### src/rtl/qeciphy_rx_link_ctrl.sv
// Receive-side link bring-up: pulses the channel decoder reset, waits for alignment, retries on errors and faults out after too many.
// Latency: every output is registered from the next state and moves on the same edge as the state.
// Backpressure: none; error counters saturate, and the sticky decoder flags count only once per LINK_UP exit.
module qeciphy_rx_link_ctrl #(
    parameter int HOLD_CYCLES    = 16,
    parameter int TIMEOUT_CYCLES = 4096,
    parameter int MAX_RETRIES    = 7
) (
    input  logic        clk,
    input  logic        rst,
    input  logic        i_enable,
    input  logic        i_clear_fault,
    input  logic        i_dec_rx_rdy,
    input  logic        i_dec_fap_missing,
    input  logic        i_dec_crc_mismatch,
    output logic        o_dec_rst_n,
    output logic        o_link_up,
    output logic        o_fault,
    output logic [1:0]  o_fault_code,
    output logic [3:0]  o_retry_count,
    output logic [15:0] o_fap_err_count,
    output logic [15:0] o_crc_err_count
);

    localparam int HW = (HOLD_CYCLES > 1) ? $clog2(HOLD_CYCLES) : 1;
    localparam int TW = $clog2(TIMEOUT_CYCLES);
    localparam logic [HW-1:0] HOLD_LAST = HW'(HOLD_CYCLES - 1);
    localparam logic [TW-1:0] TO_LAST   = TW'(TIMEOUT_CYCLES - 1);
    localparam logic [3:0]    RETRY_MAX = 4'(MAX_RETRIES);

    localparam logic [1:0] CAUSE_TIMEOUT = 2'b01;
    localparam logic [1:0] CAUSE_FAW     = 2'b10;
    localparam logic [1:0] CAUSE_CRC     = 2'b11;

    typedef enum logic [2:0] {
        S_IDLE,
        S_HOLD,
        S_WAIT_RDY,
        S_LINK_UP,
        S_FAULT
    } state_t;

    state_t          r_state;
    logic [HW-1:0]   r_hold_tmr;
    logic [TW-1:0]   r_to_tmr;
    logic            r_dec_rst_n;
    logic            r_link_up;
    logic            r_fault;
    logic [1:0]      r_fault_code;
    logic [3:0]      r_retry_cnt;
    logic [15:0]     r_fap_cnt;
    logic [15:0]     r_crc_cnt;

    state_t          w_nxt;
    logic            w_retry;
    logic [1:0]      w_cause;

    // A failed attempt is resolved in the same cycle it is detected: back to HOLD or on to FAULT.
    always_comb begin
        w_nxt   = r_state;
        w_retry = 1'b0;
        w_cause = 2'b00;
        case (r_state)
            S_IDLE: begin
                if (i_enable) w_nxt = S_HOLD;
            end
            S_HOLD: begin
                if (!i_enable)                 w_nxt = S_IDLE;
                else if (r_hold_tmr == HOLD_LAST) w_nxt = S_WAIT_RDY;
            end
            S_WAIT_RDY: begin
                if (!i_enable)                 w_nxt = S_IDLE;
                else if (i_dec_rx_rdy)         w_nxt = S_LINK_UP;
                else if (r_to_tmr == TO_LAST) begin
                    w_retry = 1'b1;
                    w_cause = CAUSE_TIMEOUT;
                end
            end
            S_LINK_UP: begin
                if (!i_enable) begin
                    w_nxt = S_IDLE;
                end else if (i_dec_fap_missing) begin
                    w_retry = 1'b1;
                    w_cause = CAUSE_FAW;
                end else if (i_dec_crc_mismatch) begin
                    w_retry = 1'b1;
                    w_cause = CAUSE_CRC;
                end else if (!i_dec_rx_rdy) begin
                    w_retry = 1'b1;
                    w_cause = CAUSE_TIMEOUT;
                end
            end
            S_FAULT: begin
                if (i_clear_fault) w_nxt = S_IDLE;
            end
            default: w_nxt = S_IDLE;
        endcase
        if (w_retry) w_nxt = (r_retry_cnt == RETRY_MAX) ? S_FAULT : S_HOLD;
    end

    always_ff @(posedge clk) begin
        if (rst) begin
            r_state      <= S_IDLE;
            r_hold_tmr   <= '0;
            r_to_tmr     <= '0;
            r_dec_rst_n  <= 1'b0;
            r_link_up    <= 1'b0;
            r_fault      <= 1'b0;
            r_fault_code <= 2'b00;
            r_retry_cnt  <= 4'd0;
            r_fap_cnt    <= 16'd0;
            r_crc_cnt    <= 16'd0;
        end else begin
            r_state     <= w_nxt;
            r_dec_rst_n <= (w_nxt == S_WAIT_RDY) || (w_nxt == S_LINK_UP);
            r_link_up   <= (w_nxt == S_LINK_UP);
            r_fault     <= (w_nxt == S_FAULT);

            // Timers restart from zero on every entry, so they can never run past their terminal value.
            r_hold_tmr <= (r_state == S_HOLD && w_nxt == S_HOLD) ? r_hold_tmr + 1'b1 : '0;
            r_to_tmr   <= (r_state == S_WAIT_RDY && w_nxt == S_WAIT_RDY) ? r_to_tmr + 1'b1 : '0;

            if (w_retry) begin
                if (r_retry_cnt != RETRY_MAX) r_retry_cnt <= r_retry_cnt + 4'd1;
            end else if (w_nxt == S_LINK_UP || w_nxt == S_IDLE) begin
                r_retry_cnt <= 4'd0;
            end

            if (w_retry)
                r_fault_code <= w_cause;
            else if ((r_state == S_IDLE && w_nxt == S_HOLD) || (r_state == S_FAULT && w_nxt == S_IDLE))
                r_fault_code <= 2'b00;

            if (w_retry && r_state == S_LINK_UP) begin
                if (i_dec_fap_missing && r_fap_cnt != 16'hFFFF)  r_fap_cnt <= r_fap_cnt + 16'd1;
                if (i_dec_crc_mismatch && r_crc_cnt != 16'hFFFF) r_crc_cnt <= r_crc_cnt + 16'd1;
            end
        end
    end

    assign o_dec_rst_n     = r_dec_rst_n;
    assign o_link_up       = r_link_up;
    assign o_fault         = r_fault;
    assign o_fault_code    = r_fault_code;
    assign o_retry_count   = r_retry_cnt;
    assign o_fap_err_count = r_fap_cnt;
    assign o_crc_err_count = r_crc_cnt;

endmodule

### config.mk
export PLATFORM = sky130hd
export DESIGN_NAME = qeciphy_rx_link_ctrl
export DESIGN_NICKNAME = d
export VERILOG_FILES = /design/src/rtl/qeciphy_rx_link_ctrl.sv
export SDC_FILE = /design/constraint.sdc
export NUM_CORES = 1
export LEC_CHECK = 0
export CAP_MARGIN = 0
export CORE_MARGIN = 1.5
export CORE_UTILIZATION = 40
export CTS_BUF_LIST = sky130_fd_sc_hd__clkbuf_4 sky130_fd_sc_hd__clkbuf_8
export CTS_CLUSTER_DIAMETER = 100
export DETAILED_ROUTE_END_ITERATION = 6
export MAX_ROUTING_LAYER = met4
export SLEW_MARGIN = 20
export SYNTH_ARGS = -nofsm -noshare
export SYNTH_HDL_FRONTEND = slang
export SYNTH_SLANG_ARGS = --single-unit
### constraint.sdc
create_clock -name clk -period 3.5 [get_ports clk]
set_input_delay 0.525 -clock clk [delete_from_list [all_inputs] [get_ports clk]]
set_output_delay 0.525 -clock clk [all_outputs]
set_load 0.02 [all_outputs]
==> metrics list, run 1 <==
- Via density per instance: 5.28
- Hold-fix buffers, CTS: 0
- GP Congestion: between 0.8 and 0.9
- Synthesis inferred 60 register bits.
- Vias post-DR: 2486
- Height of the chip: 88.0 um
- Detailed placement finished with a half-perimeter wire length of 4.44 mm.
- Cell area after synthesis: 2890 sq um
* Total routed wirelength: 6.24 mm
- In this run the count of I/O pins placed on the die edge is 48.
* Area delta synth->final: 26.5%
- Across the run, the number of max-cap violations was 0.
* Die X: about 88 um
* Total routing resource utilization after global routing: 0.181
- After clock tree synthesis, the repair step resized 0 gates.
- Worst setup margin: 1.14 ns
- Via count of the first global-routing pass: 2354
- Clock-pin transition on the worst setup and hold timing paths: approximately 0.06 ns
- Post CTS Setup Buffer Count: 0
- On the final layout, the worst clock skew is 0.00481 ns.
- The number of nets in the synthesized netlist is between 300 and 400.
* Core Region: roughly 7000 sq um
* Share of synthesized area occupied by flip-flops and latches: 0.416
- OpenSTA, run right after detailed placement, puts the worst setup slack at 0.777 ns.
* Share of post-route cells with drive strength above 1: 0.0880
* Final worst path period share: 0.674
* Total of buffers placed on input and output ports: 47
- Starting DRC count in detailed routing: between 80 and 90
* Avg WL per Cell: approximately 13 um
- Of all nets on the critical path, the largest fanout is 15.
- Max transition margin: 0.449
- Sort of element at the start of the critical path: input port
- Filler cell count: 637
- Rows: 30
- For this run, the post-layout net count is 382.
* Share of the synthesized netlist area taken by xor and xnor gates: 0.0941
- Antenna diode count: 0
* Ys async rst share: 0
- Fraction of met1 tracks used by global routing: 0.210
* Area fraction in compound gates after synthesis: 0.120
- Among all flip-flop cells after synthesis, the most frequent one is sky130_fd_sc_hd__dfxtp_1.
- The final number of max-transition violations is 0.
* Floorplan die area: 7740 sq um
- No sink is reached through more buffers than the 2 on the longest clock path.
- Accumulated negative setup slack: 0 ns
- Clock latency on the worst-skew pair, taken at its later pin, is around 0.34 ns.
* Power density normalized to cell area: around 390 nW/um^2
* Total clock sinks: 60
- After routing the design area is 3650 sq um.
- The initial utilization of the core area, before any placement, comes to 0.420.
- Setup repair after global routing left no endpoint under its margin.
- For this run, the number of Yosys warnings is 0.
- Counting the buffers created by CTS gives 9.
* Critical path data arrival time: 2.62 ns
- Leak Pwr: 1.22 nW
- Yosys cell types: 57
- In the routed design, unresolved DRC markers number 0.
- First-pass GRT wire length: 10.6 mm
- Post-Synthesis Cells: ~320
- Excluding fillers, the count of instances in the completed layout stands at around 470.
- Synthesized area divided by synthesized cell count: 8.99 sq um
- Final period demand of the worst path: roughly 2.4 ns
- Achievable Freq: 424 MHz
- Summing all placed instances gives a cell area of 3420 sq um.
* Worst min-delay path category: register to register
* Global-route layer with the greatest usage: met2
- For this run, global-route usage on met2 was measured as 0.288.
* ANT nets after route: 0
- Overall overflow remaining after global route: 0
- Largest family of logic cells by synthesized area: simple AND/OR/NAND/NOR gates
* Initial antenna violation count: 0
- Number of flops mapped to enable cells by yosys: 0
- The clock tree synthesis step divided the H-tree into 3 levels.
* Cell chosen for the clock root: sky130_fd_sc_hd__clkbuf_8
- Post-Synth Simple-Gate Area: 0.291
- Kind of critical path: input port to register
* Maximum number of pins on one net before global-route repair: 42
* Result of the run: finished, final reports clean
* Crit. End Element: register
- For this run, global-route usage on met3 was measured as 0.0641.
* DP Cell Count: between 400 and 500
* Portion of netlist area occupied by mux cells: 0.0208
- Hold Vio Cnt, Final: 0
- Max VDD drop: 0.000218 V
* Final count of negative-setup-slack endpoints: 0
- At the pin with the least slew margin, the transition time is 0.819 ns.
- The design draws between 1 and 1.5 mW.
* CTS tree: built
- Required time worst endpoint: 3.76 ns
* Drt pass-1 iters: 4
* Adder and majority cell fraction of the synthesized area: 0.0217
[kinds of logic after synthesis]
logic type | Yosys count
AND/OR/NAND/NOR | 151
flip-flops | 60
AO/OA/AOI/OAI | 48
XOR/XNOR | 31
buffers and inverters | 20
multiplexers | 6
adder cells (fa/ha/maj) | 5
[worst paths after layout]
path	to	cells after the start	startpoint	slack [ns]
min reg2reg	r_hold_tmr[0]	1	r_hold_tmr[0]	0.46
max	r_to_tmr[10]	5	i_dec_rx_rdy	1.14
max reg2reg	r_to_tmr[10]	5	r_state[1]	1.32
min	r_hold_tmr[0]	1	r_hold_tmr[0]	0.46
[per-layer routing]
layer	wire length (um)	up-vias
li1	-	1274
met1	2960	1148
met2	2910	55
met3	282	9
met4	86	0
met5	0	-
[per-stage QoR]
stage | hold slack, ns | utilization
floorplan | 0.428 | -
global placement | 0.449 | 0.497
detailed placement | 0.454 | 0.497
CTS | 0.461 | 0.532
global route | 0.475 | 0.532
finish | 0.459 | 0.532
[state kept, by name, summed over array words and instances (netlist names)]
name,cells
r_to_tmr,12
r_state,3
o_fault,1
o_crc_err_count,16
o_fap_err_count,16
r_hold_tmr,4
o_fault_code,2
o_dec_rst_n,1
o_retry_count,4
o_link_up,1
[layout make-up]
class                   count  area, sq um  share of cell area
repair buffers             48          478               0.131
inverters                  10         37.5              0.0103
clock inverters             4         70.1              0.0192
flip-flops and latches     60         1200               0.329
clock buffers              12          165              0.0452
well taps                  96          120              0.0329
multi-input cells         241         1580               0.433
[synthesized netlist by cell type, drive strengths merged (4+ instances only)]
master | instances | area [sq um]
ha | 5 | 62.6
nand2 | 19 | 71.3
mux2i | 6 | 60.1
dfxtp | 60 | 1200
a211oi | 4 | 30.0
o21ai | 8 | 40.0
inv | 10 | 37.5
nor4 | 6 | 52.6
xor2 | 9 | 78.8
a2111oi | 4 | 41.3
nor3 | 17 | 85.1
nand3 | 22 | 110
and3 | 5 | 31.3
nand4 | 11 | 68.8
nor3b | 4 | 30.0
and4 | 7 | 62.6
or3 | 6 | 38.8
xnor2 | 22 | 193
clkbuf | 6 | 32.5
a21oi | 13 | 76.3
nor2 | 34 | 128
buf | 4 | 35.0
[power by group]
group | leakage, nW | internal [mW] | switching [mW]
registers | 0.483 | 0.684 | 0.00141
clock network | 0.122 | 0.457 | 0.267
logic | 0.616 | 0.0125 | 0.0199
[worst max-delay path: stages]
cell	delay [ns]
sky130_fd_sc_hd__clkdlybuf4s50_1	0.48
sky130_fd_sc_hd__or2b_2	0.31
sky130_fd_sc_hd__o21a_1	0.25
sky130_fd_sc_hd__or4_1	0.79
sky130_fd_sc_hd__nor3_1	0.26
[cell usage in the layout (no fill, tap or decap), drive strengths merged, types with 2 or more instances in the layout]
cell type | synthesis | layout
a21oi | 13 | 13
nor3 | 17 | 17
nor4b | 2 | 2
o21a | 3 | 3
ha | 5 | 5
and2 | 2 | 2
a211o | 2 | 2
nand3 | 22 | 22
nor2 | 34 | 34
a211oi | 4 | 4
or4 | 3 | 3
mux2i | 6 | 6
nor3b | 4 | 4
or3 | 6 | 6
nand4 | 11 | 11
o22ai | 2 | 2
a2111oi | 4 | 4
xor2 | 9 | 9
clkbuf | 6 | 12
nand3b | 3 | 3
a21boi | 2 | 2
o31ai | 2 | 2
or2 | 3 | 3
clkinv | 0 | 2
dfxtp | 60 | 60
nor4 | 6 | 6
nand2 | 19 | 19
inv | 10 | 10
and4 | 7 | 7
o21ai | 8 | 8
clkdlybuf4s50 | 0 | 47
xnor2 | 22 | 22
and3 | 5 | 5
bufinv | 0 | 2
Note: power is estimated with default switching activity, not from simulation.
==> inputs of run 2 (changes only) <==
==> constraint.sdc (replaced) <==
create_clock -name clk -period 2.3 [get_ports clk]
set_input_delay 0.345 -clock clk [delete_from_list [all_inputs] [get_ports clk]]
set_output_delay 0.345 -clock clk [all_outputs]
set_load 0.02 [all_outputs]
==> run 2 against run 1 <==
Worst setup slack worse by 0.89 ns. Critical path type unchanged. Largest cell class unchanged. Global-route usage increased by 0.56 points. Sequential share of layout area decreased by 0.98 points. Final area is 3.1% higher. Clock power up 46%. Critical path depth is 1 higher.
==> metrics list, run 2 (synthesis gave the netlist of run 1 again) <==
- Height of the chip: 88.0 um (unchanged)
- Overall overflow remaining after global route: 0 (unchanged)
* Final Power: 2.16 mW (+50%)
* Starting DRC count in detailed routing: 86 (+1.2%)
- Final period demand of the worst path: 2.05 ns
* Die X: 88.0 um (unchanged)
* Final worst path period share: 0.891
- The number of placed I/O pins came to 48 (unchanged).
- Maximum clock path buffer count: 2 (unchanged)
- Maximum number of pins on one net before global-route repair: 41 (-2.4%)
- Achievable Freq: 488 MHz
- Post CTS Setup Buffer Count: 0 (unchanged)
- Antenna diode count: 0 (unchanged)
- The slew at the pin closest to its max-slew limit came to 0.561 ns (-0.258 ns).
* Floorplan die area: 7740 sq um (unchanged)
* Total routed wirelength: 6.49 mm (+4.0%)
- The critical path's largest stage delay is 0.52 ns (-0.27 ns).
* Sort of element at the start of the critical path: input port
* Crit path max fanout: 15 (unchanged)
- Hold-fix buffers, CTS: 0 (unchanged)
- The setup slack of the worst register-to-register path was 0.34 ns (-0.98 ns).
- The endpoint required time on the critical path came to 2.56 ns (-1.20 ns).
* Number of remaining DRC errors: 0 (unchanged)
* Initial antenna violation count: 0 (unchanged)
- The area inside the core boundary is 6870 sq um (unchanged).
- Critical path data arrival time: 2.31 ns (-0.31 ns)
- Compared with the post-synthesis result, the final layout area differs by 30.4%.
* Via count of the first global-routing pass: 2383 (+1.2%)
* Final non-filler cell total: 488 (+3.6%)
* CP max-delay cell: sky130_fd_sc_hd__or4_1
- The critical path is of the input port to register type.
* First element of the critical path: i_dec_rx_rdy
- Leak Pwr: 1.30 nW (+6.4%)
* Number of stages on the worst hold path: 1 (unchanged)
* Max transition margin: 0.616 (+0.167)
- Dpl cell area: 3540 sq um (+3.7%)
- The number of iterations in the first detailed-routing pass is 4 (unchanged).
* Number of buffers inserted during clock tree synthesis: 9 (unchanged)
* Result of the run: finished, final reports clean
- The number of vias per cell after detailed routing is 5.25 (-0.49%).
- Share of post-route cells with drive strength above 1: 0.128 (+0.0396)
- Detail Placement HPWL: 4.60 mm (+3.7%)
* Capturing element of the worst setup path: r_to_tmr[4]
* Worst min-delay path category: register to register
- First-pass GRT wire length: 10.9 mm (+2.5%)
* Leading cell type in the layout, fill and taps excluded: sky130_fd_sc_hd__dfxtp_1
* Avg WL per Cell: 13.3 um (+0.37%)
* Power density normalized to cell area: 573 nW/um^2 (+45%)
* End of the worst register-to-register path: o_retry_count[2]
- The floorplan row count was 30 (unchanged).
- Hold Vio Cnt, Final: 0 (unchanged)
- In this run the critical register-to-register path is launched from r_to_tmr[0].
- DP Cell Count: 472 (+3.7%)
* Starting Density: 0.420 (unchanged)
- Total of buffers placed on input and output ports: 47 (unchanged)
- Max Slew Vio Count: 0 (unchanged)
- The final antenna-violating net count was 0 (unchanged).
- CTS tree: built
* Crit. End Element: register
- Final count of negative-setup-slack endpoints: 0 (unchanged)
- Cell chosen for the clock root: sky130_fd_sc_hd__clkbuf_8
* Vias post-DR: 2563 (+3.1%)
* Post-cts sizing count: 0 (unchanged)
- Number of cells on the worst reg-to-reg path: 7 (+2)
- The maximum ir drop on the vdd rail was 0.000356 V (+63%).
- The clock insertion delay at the later pin of the skew report was 0.34 ns (about the same).
- Hold_ws: 0.465 ns (+0.00644 ns)
- The global routing usage summed across all routing layers came to 0.187 (+0.00557).
- Cell area after layout: 3760 sq um (+3.1%)
- The total number of H-tree levels was 3 (unchanged).
- Clock-pin transition on the worst setup and hold timing paths: 0.07 ns (about the same)
* Net total in the final layout: 399 (+4.5%)
- Leading cell types in the layout, fill and taps excluded: 60 x sky130_fd_sc_hd__dfxtp_1, 47 x sky130_fd_sc_hd__clkdlybuf4s50_1, 34 x sky130_fd_sc_hd__nor2_1
- Post-Route Skew: 0.0102 ns (+0.00541 ns)
- Critical path, cell by cell: clkdlybuf4s50_1, or2b_2, o21a_1, or4_1, buf_4, nor3_1
- Total clock sinks: 60 (unchanged)
- # Max-Cap Violations: 0 (unchanged)
- GP Congestion: 0.846 (-2.4%)
* Unrepaired setup endpoints after global routing: false
run 2: through the flow:
stage / setup slack (ns) / util / setup TNS, ns
finish: 0.250 / 0.548 / 0
CTS: 0.252 / 0.548 / 0
detailed placement: -0.0984 / 0.516 / -1.08
global route: 0.0956 / 0.548 / 0
floorplan: 0.368 / - / 0
global placement: -0.0244 / 0.516 / -0.243
run 2: power breakdown:
group | internal [mW] | switching, mW | total (mW)
combinational | 0.0233 | 0.0324 | 0.0558
clock | 0.646 | 0.412 | 1.06
sequential | 1.04 | 0.00205 | 1.04
run 2: metal layers:
layer  up-vias  global-route usage  wire, um
li1       1310                   -         -
met1      1198               0.223      3040
met2        44               0.301      3100
met3        11              0.0377       241
met4         0              0.0866       106
met5         -                   -         0
run 2: cell type report:
type | instances | area, sq um
repair buffers | 65 | 606
multi-input cells | 241 | 1580
inverters | 10 | 37.5
fillers | 669 | 3100
clock buffers | 11 | 145
well taps | 96 | 120
clock inverters | 5 | 75.1
flip-flops and latches | 60 | 1200
run 2: how the worst min path moves through the flow:
stage                       start  slack, ns            end
floorplan           r_hold_tmr[0]       0.43  r_hold_tmr[0]
global placement    r_hold_tmr[0]       0.45  r_hold_tmr[0]
detailed placement  r_hold_tmr[0]       0.46  r_hold_tmr[0]
CTS                 r_hold_tmr[0]       0.47  r_hold_tmr[0]
global route        r_hold_tmr[0]       0.51  r_hold_tmr[0]
finish              r_hold_tmr[0]       0.47  r_hold_tmr[0]
run 2: worst max-delay path: cells and delay by family:
family	cells	cell delay (ns)
buffers and inverters	2	0.68
and+or+nand+nor	3	1.02
AOI/OAI and AO/OA	1	0.25
==> inputs of run 3 (changes only) <==
--- a/config.mk
+++ b/config.mk
@@ -6,12 +6,14 @@
 export NUM_CORES = 1
 export LEC_CHECK = 0
 export CAP_MARGIN = 0
+export CORE_ASPECT_RATIO = 0.75
 export CORE_MARGIN = 1.5
 export CORE_UTILIZATION = 40
 export CTS_BUF_LIST = sky130_fd_sc_hd__clkbuf_4 sky130_fd_sc_hd__clkbuf_8
 export CTS_CLUSTER_DIAMETER = 100
 export DETAILED_ROUTE_END_ITERATION = 6
 export MAX_ROUTING_LAYER = met4
+export SETUP_SLACK_MARGIN = 0.02
 export SLEW_MARGIN = 20
 export SYNTH_ARGS = -nofsm -noshare
 export SYNTH_HDL_FRONTEND = slang
==> run 3 against run 2 <==
Clock skew is 0.0029 ns lower. Die area hardly changed. Via count is 1.5% lower. Hold slack worse by 0.0052 ns. Critical path depth is 1 lower. Core utilization is 0.71 points lower. Largest power group is now sequential cells.
==> metrics list, run 3 (synthesis gave the netlist of run 1 again) <==
- The maximum ir drop on the vdd rail was 0.000237 V (-34%).
* Detail Placement HPWL: 4.65 mm (+1.1%)
- Critical path data arrival time: 2.34 ns (+0.03 ns)
- The total design power was 1.99 mW (-7.6%).
- Total routing resource utilization after global routing: 0.184 (-0.00273)
- Leading cell types in the layout, fill and taps excluded: 60 x sky130_fd_sc_hd__dfxtp_1, 47 x sky130_fd_sc_hd__clkdlybuf4s50_1, 34 x sky130_fd_sc_hd__nor2_1
- Rows: 26 (-13%)
- Max Slew Vio Count: 0 (unchanged)
- Post CTS Setup Buffer Count: 0 (unchanged)
- The critical path is of the register to register type.
- The number of DRC violations after detailed-routing iteration 0 was 97 (+13%).
- The height of the chip is 76.6 um (-13%).
- The highest clock rate was 469 MHz (-3.9%).
- The power per unit of standard cell area was 534 nW/um^2 (-6.8%).
- Unrepaired setup endpoints after global routing: false
* CTS H-tree depth: 3 (unchanged)
- The DRC violations left is 0 (unchanged).
- Hold Vio Cnt, Final: 0 (unchanged)
* Maximum clock path buffer count: 2 (unchanged)
- Total clock sinks: 60 (unchanged)
* Starting Density: 0.419 (-0.00168)
- Final period demand of the worst path: 2.13 ns (+0.0836 ns)
- Result of the run: finished, final reports clean
- The final antenna-violating net count was 0 (unchanged).
- Overall overflow remaining after global route: 0 (unchanged)
- Crit. End Element: register
- Area used by sequential logic in the layout: 1200 sq um (unchanged)
- The final count of negative-setup-slack endpoints is 0 (unchanged).
- Maximum number of pins on one net before global-route repair: 41 (unchanged)
- From synthesis to final layout, the design area changed by 29.3%.
- Number of buffers inserted during clock tree synthesis: 9 (unchanged)
* Drt pass-1 iters: 4 (unchanged)
- The fraction of layout cells with a size suffix above 1 came to 0.123 (-0.00447).
* Worst min-delay path category: register to register
- Cell chosen for the clock root: sky130_fd_sc_hd__clkbuf_8
- The detail-routed net length per standard cell is 13.2 um (-0.79%).
* Antenna diode count: 0 (unchanged)
* Leading cell type in the layout, fill and taps excluded: sky130_fd_sc_hd__dfxtp_1
- First-pass GRT wire length: 11.0 mm (+1.5%)
- Total of buffers placed on input and output ports: 47 (unchanged)
* Via count of the first global-routing pass: 2227 (-6.5%)
- The worst hold slack across all endpoints came to 0.460 ns (-0.00515 ns).
- Final worst path period share: 0.928 (+0.0364)
- The maximum fanout along the worst path came to 10 (-5).
* Leak Pwr: 1.28 nW (-1.5%)
- Slew at the pin closest to its max-slew limit: 0.498 ns (-0.0632 ns)
* # Max-Cap Violations: 0 (unchanged)
- GP Congestion: 0.806 (-4.7%)
- CTS tree: built
- Vias post-DR: 2524 (-1.5%)
- The number of antenna violations at the first check in global routing was 0 (unchanged).
* Net total in the final layout: 398 (-0.25%)
- The area of the die is 7740 sq um (about the same).
* Filler cell count: 653 (-2.4%)
* Number of top-level pins: 48 (unchanged)
- Hold-fix buffers, CTS: 0 (unchanged)
- The clock transition time at the flip-flop clock pins of the worst setup and hold paths was 0.07 ns (about the same).
* DP Cell Count: 473 (+0.21%)
- The number of standard cells in the final layout excluding fillers came to 488 (unchanged).
* Die X: 101 um (+15%)
* Later-pin clock latency in the skew report: 0.33 ns (about the same)
- The worst slew margin relative to its limit is 0.660 (+0.0432).
- Area of the multi-input gates: 1580 sq um (unchanged)
* Post-Route Skew: 0.00735 ns (-0.00287 ns)
- Total routed wirelength: 6.44 mm (-0.79%)
- Sort of element at the start of the critical path: register
- Core Region: 6900 sq um (+0.40%)
- The number of vias per cell after detailed routing was 5.17 (-1.5%).
* Post-cts sizing count: 0 (unchanged)
* Required time worst endpoint: 2.51 ns (-0.05 ns)
[run 3: changes by cell type in the layout (fill, tap and decap cells not counted), sizes merged]
cell,before,now
buf,18,17
bufinv,2,0
clkbuf,11,14
clkinv,3,1
[run 3: area by class of cell]
class                   instances  area share
inverters                      10      0.0101
multi-input cells             241       0.424
well taps                      98      0.0329
flip-flops and latches         60       0.322
clock buffers                  14      0.0500
repair buffers                 64       0.160
clock inverters                 1     0.00134
[run 3: where the power goes]
group | internal (mW) | total [mW] | switching, mW
Sequential | 1.04 | 1.04 | 0.00251
Combinational | 0.0243 | 0.0567 | 0.0323
Clock | 0.513 | 0.892 | 0.379
Total | 1.58 | 1.99 | 0.413
[run 3: routing by layer]
layer | vias up | part of all wire | GRT usage
met4 | 0 | 0.0075 | 0.0542
met5 | - | 0 | -
li1 | 1299 | - | -
met3 | 4 | 0.054 | 0.0578
met2 | 60 | 0.40 | 0.247
met1 | 1161 | 0.54 | 0.262
[run 3: stage by stage]
| stage | util | instance area (sq um) | TNS, ns | setup WS [ns] |
|---|---|---|---|---|
| after global placement | 0.513 | 3540 | -0.484 | -0.0446 |
| after floorplan | - | 2890 | 0 | 0.368 |
| after global routing | 0.541 | 3730 | 0 | 0.0482 |
| after detailed placement | 0.513 | 3540 | -1.14 | -0.119 |
| after CTS | 0.541 | 3730 | 0 | 0.192 |
| final | 0.541 | 3730 | 0 | 0.166 |
[run 3: final timing paths]
| check | from | to | slack (ns) | cells after the start |
|---|---|---|---|---|
| worst min register to register | r_hold_tmr[0] | r_hold_tmr[0] | 0.46 | 1 |
| worst max-delay path | r_state[1] | o_retry_count[0] | 0.17 | 5 |
| worst min-delay path | r_hold_tmr[0] | r_hold_tmr[0] | 0.46 | 1 |
| worst max register to register | r_state[1] | o_retry_count[0] | 0.17 | 5 |
[run 3: critical path: stages (launching register included)]
cell,delay [ns]
sky130_fd_sc_hd__dfxtp_1,0.54
sky130_fd_sc_hd__or3b_4,0.45
sky130_fd_sc_hd__nor4_4,0.36
sky130_fd_sc_hd__o31ai_1,0.18
sky130_fd_sc_hd__nor3_1,0.32
sky130_fd_sc_hd__o21ai_0,0.15
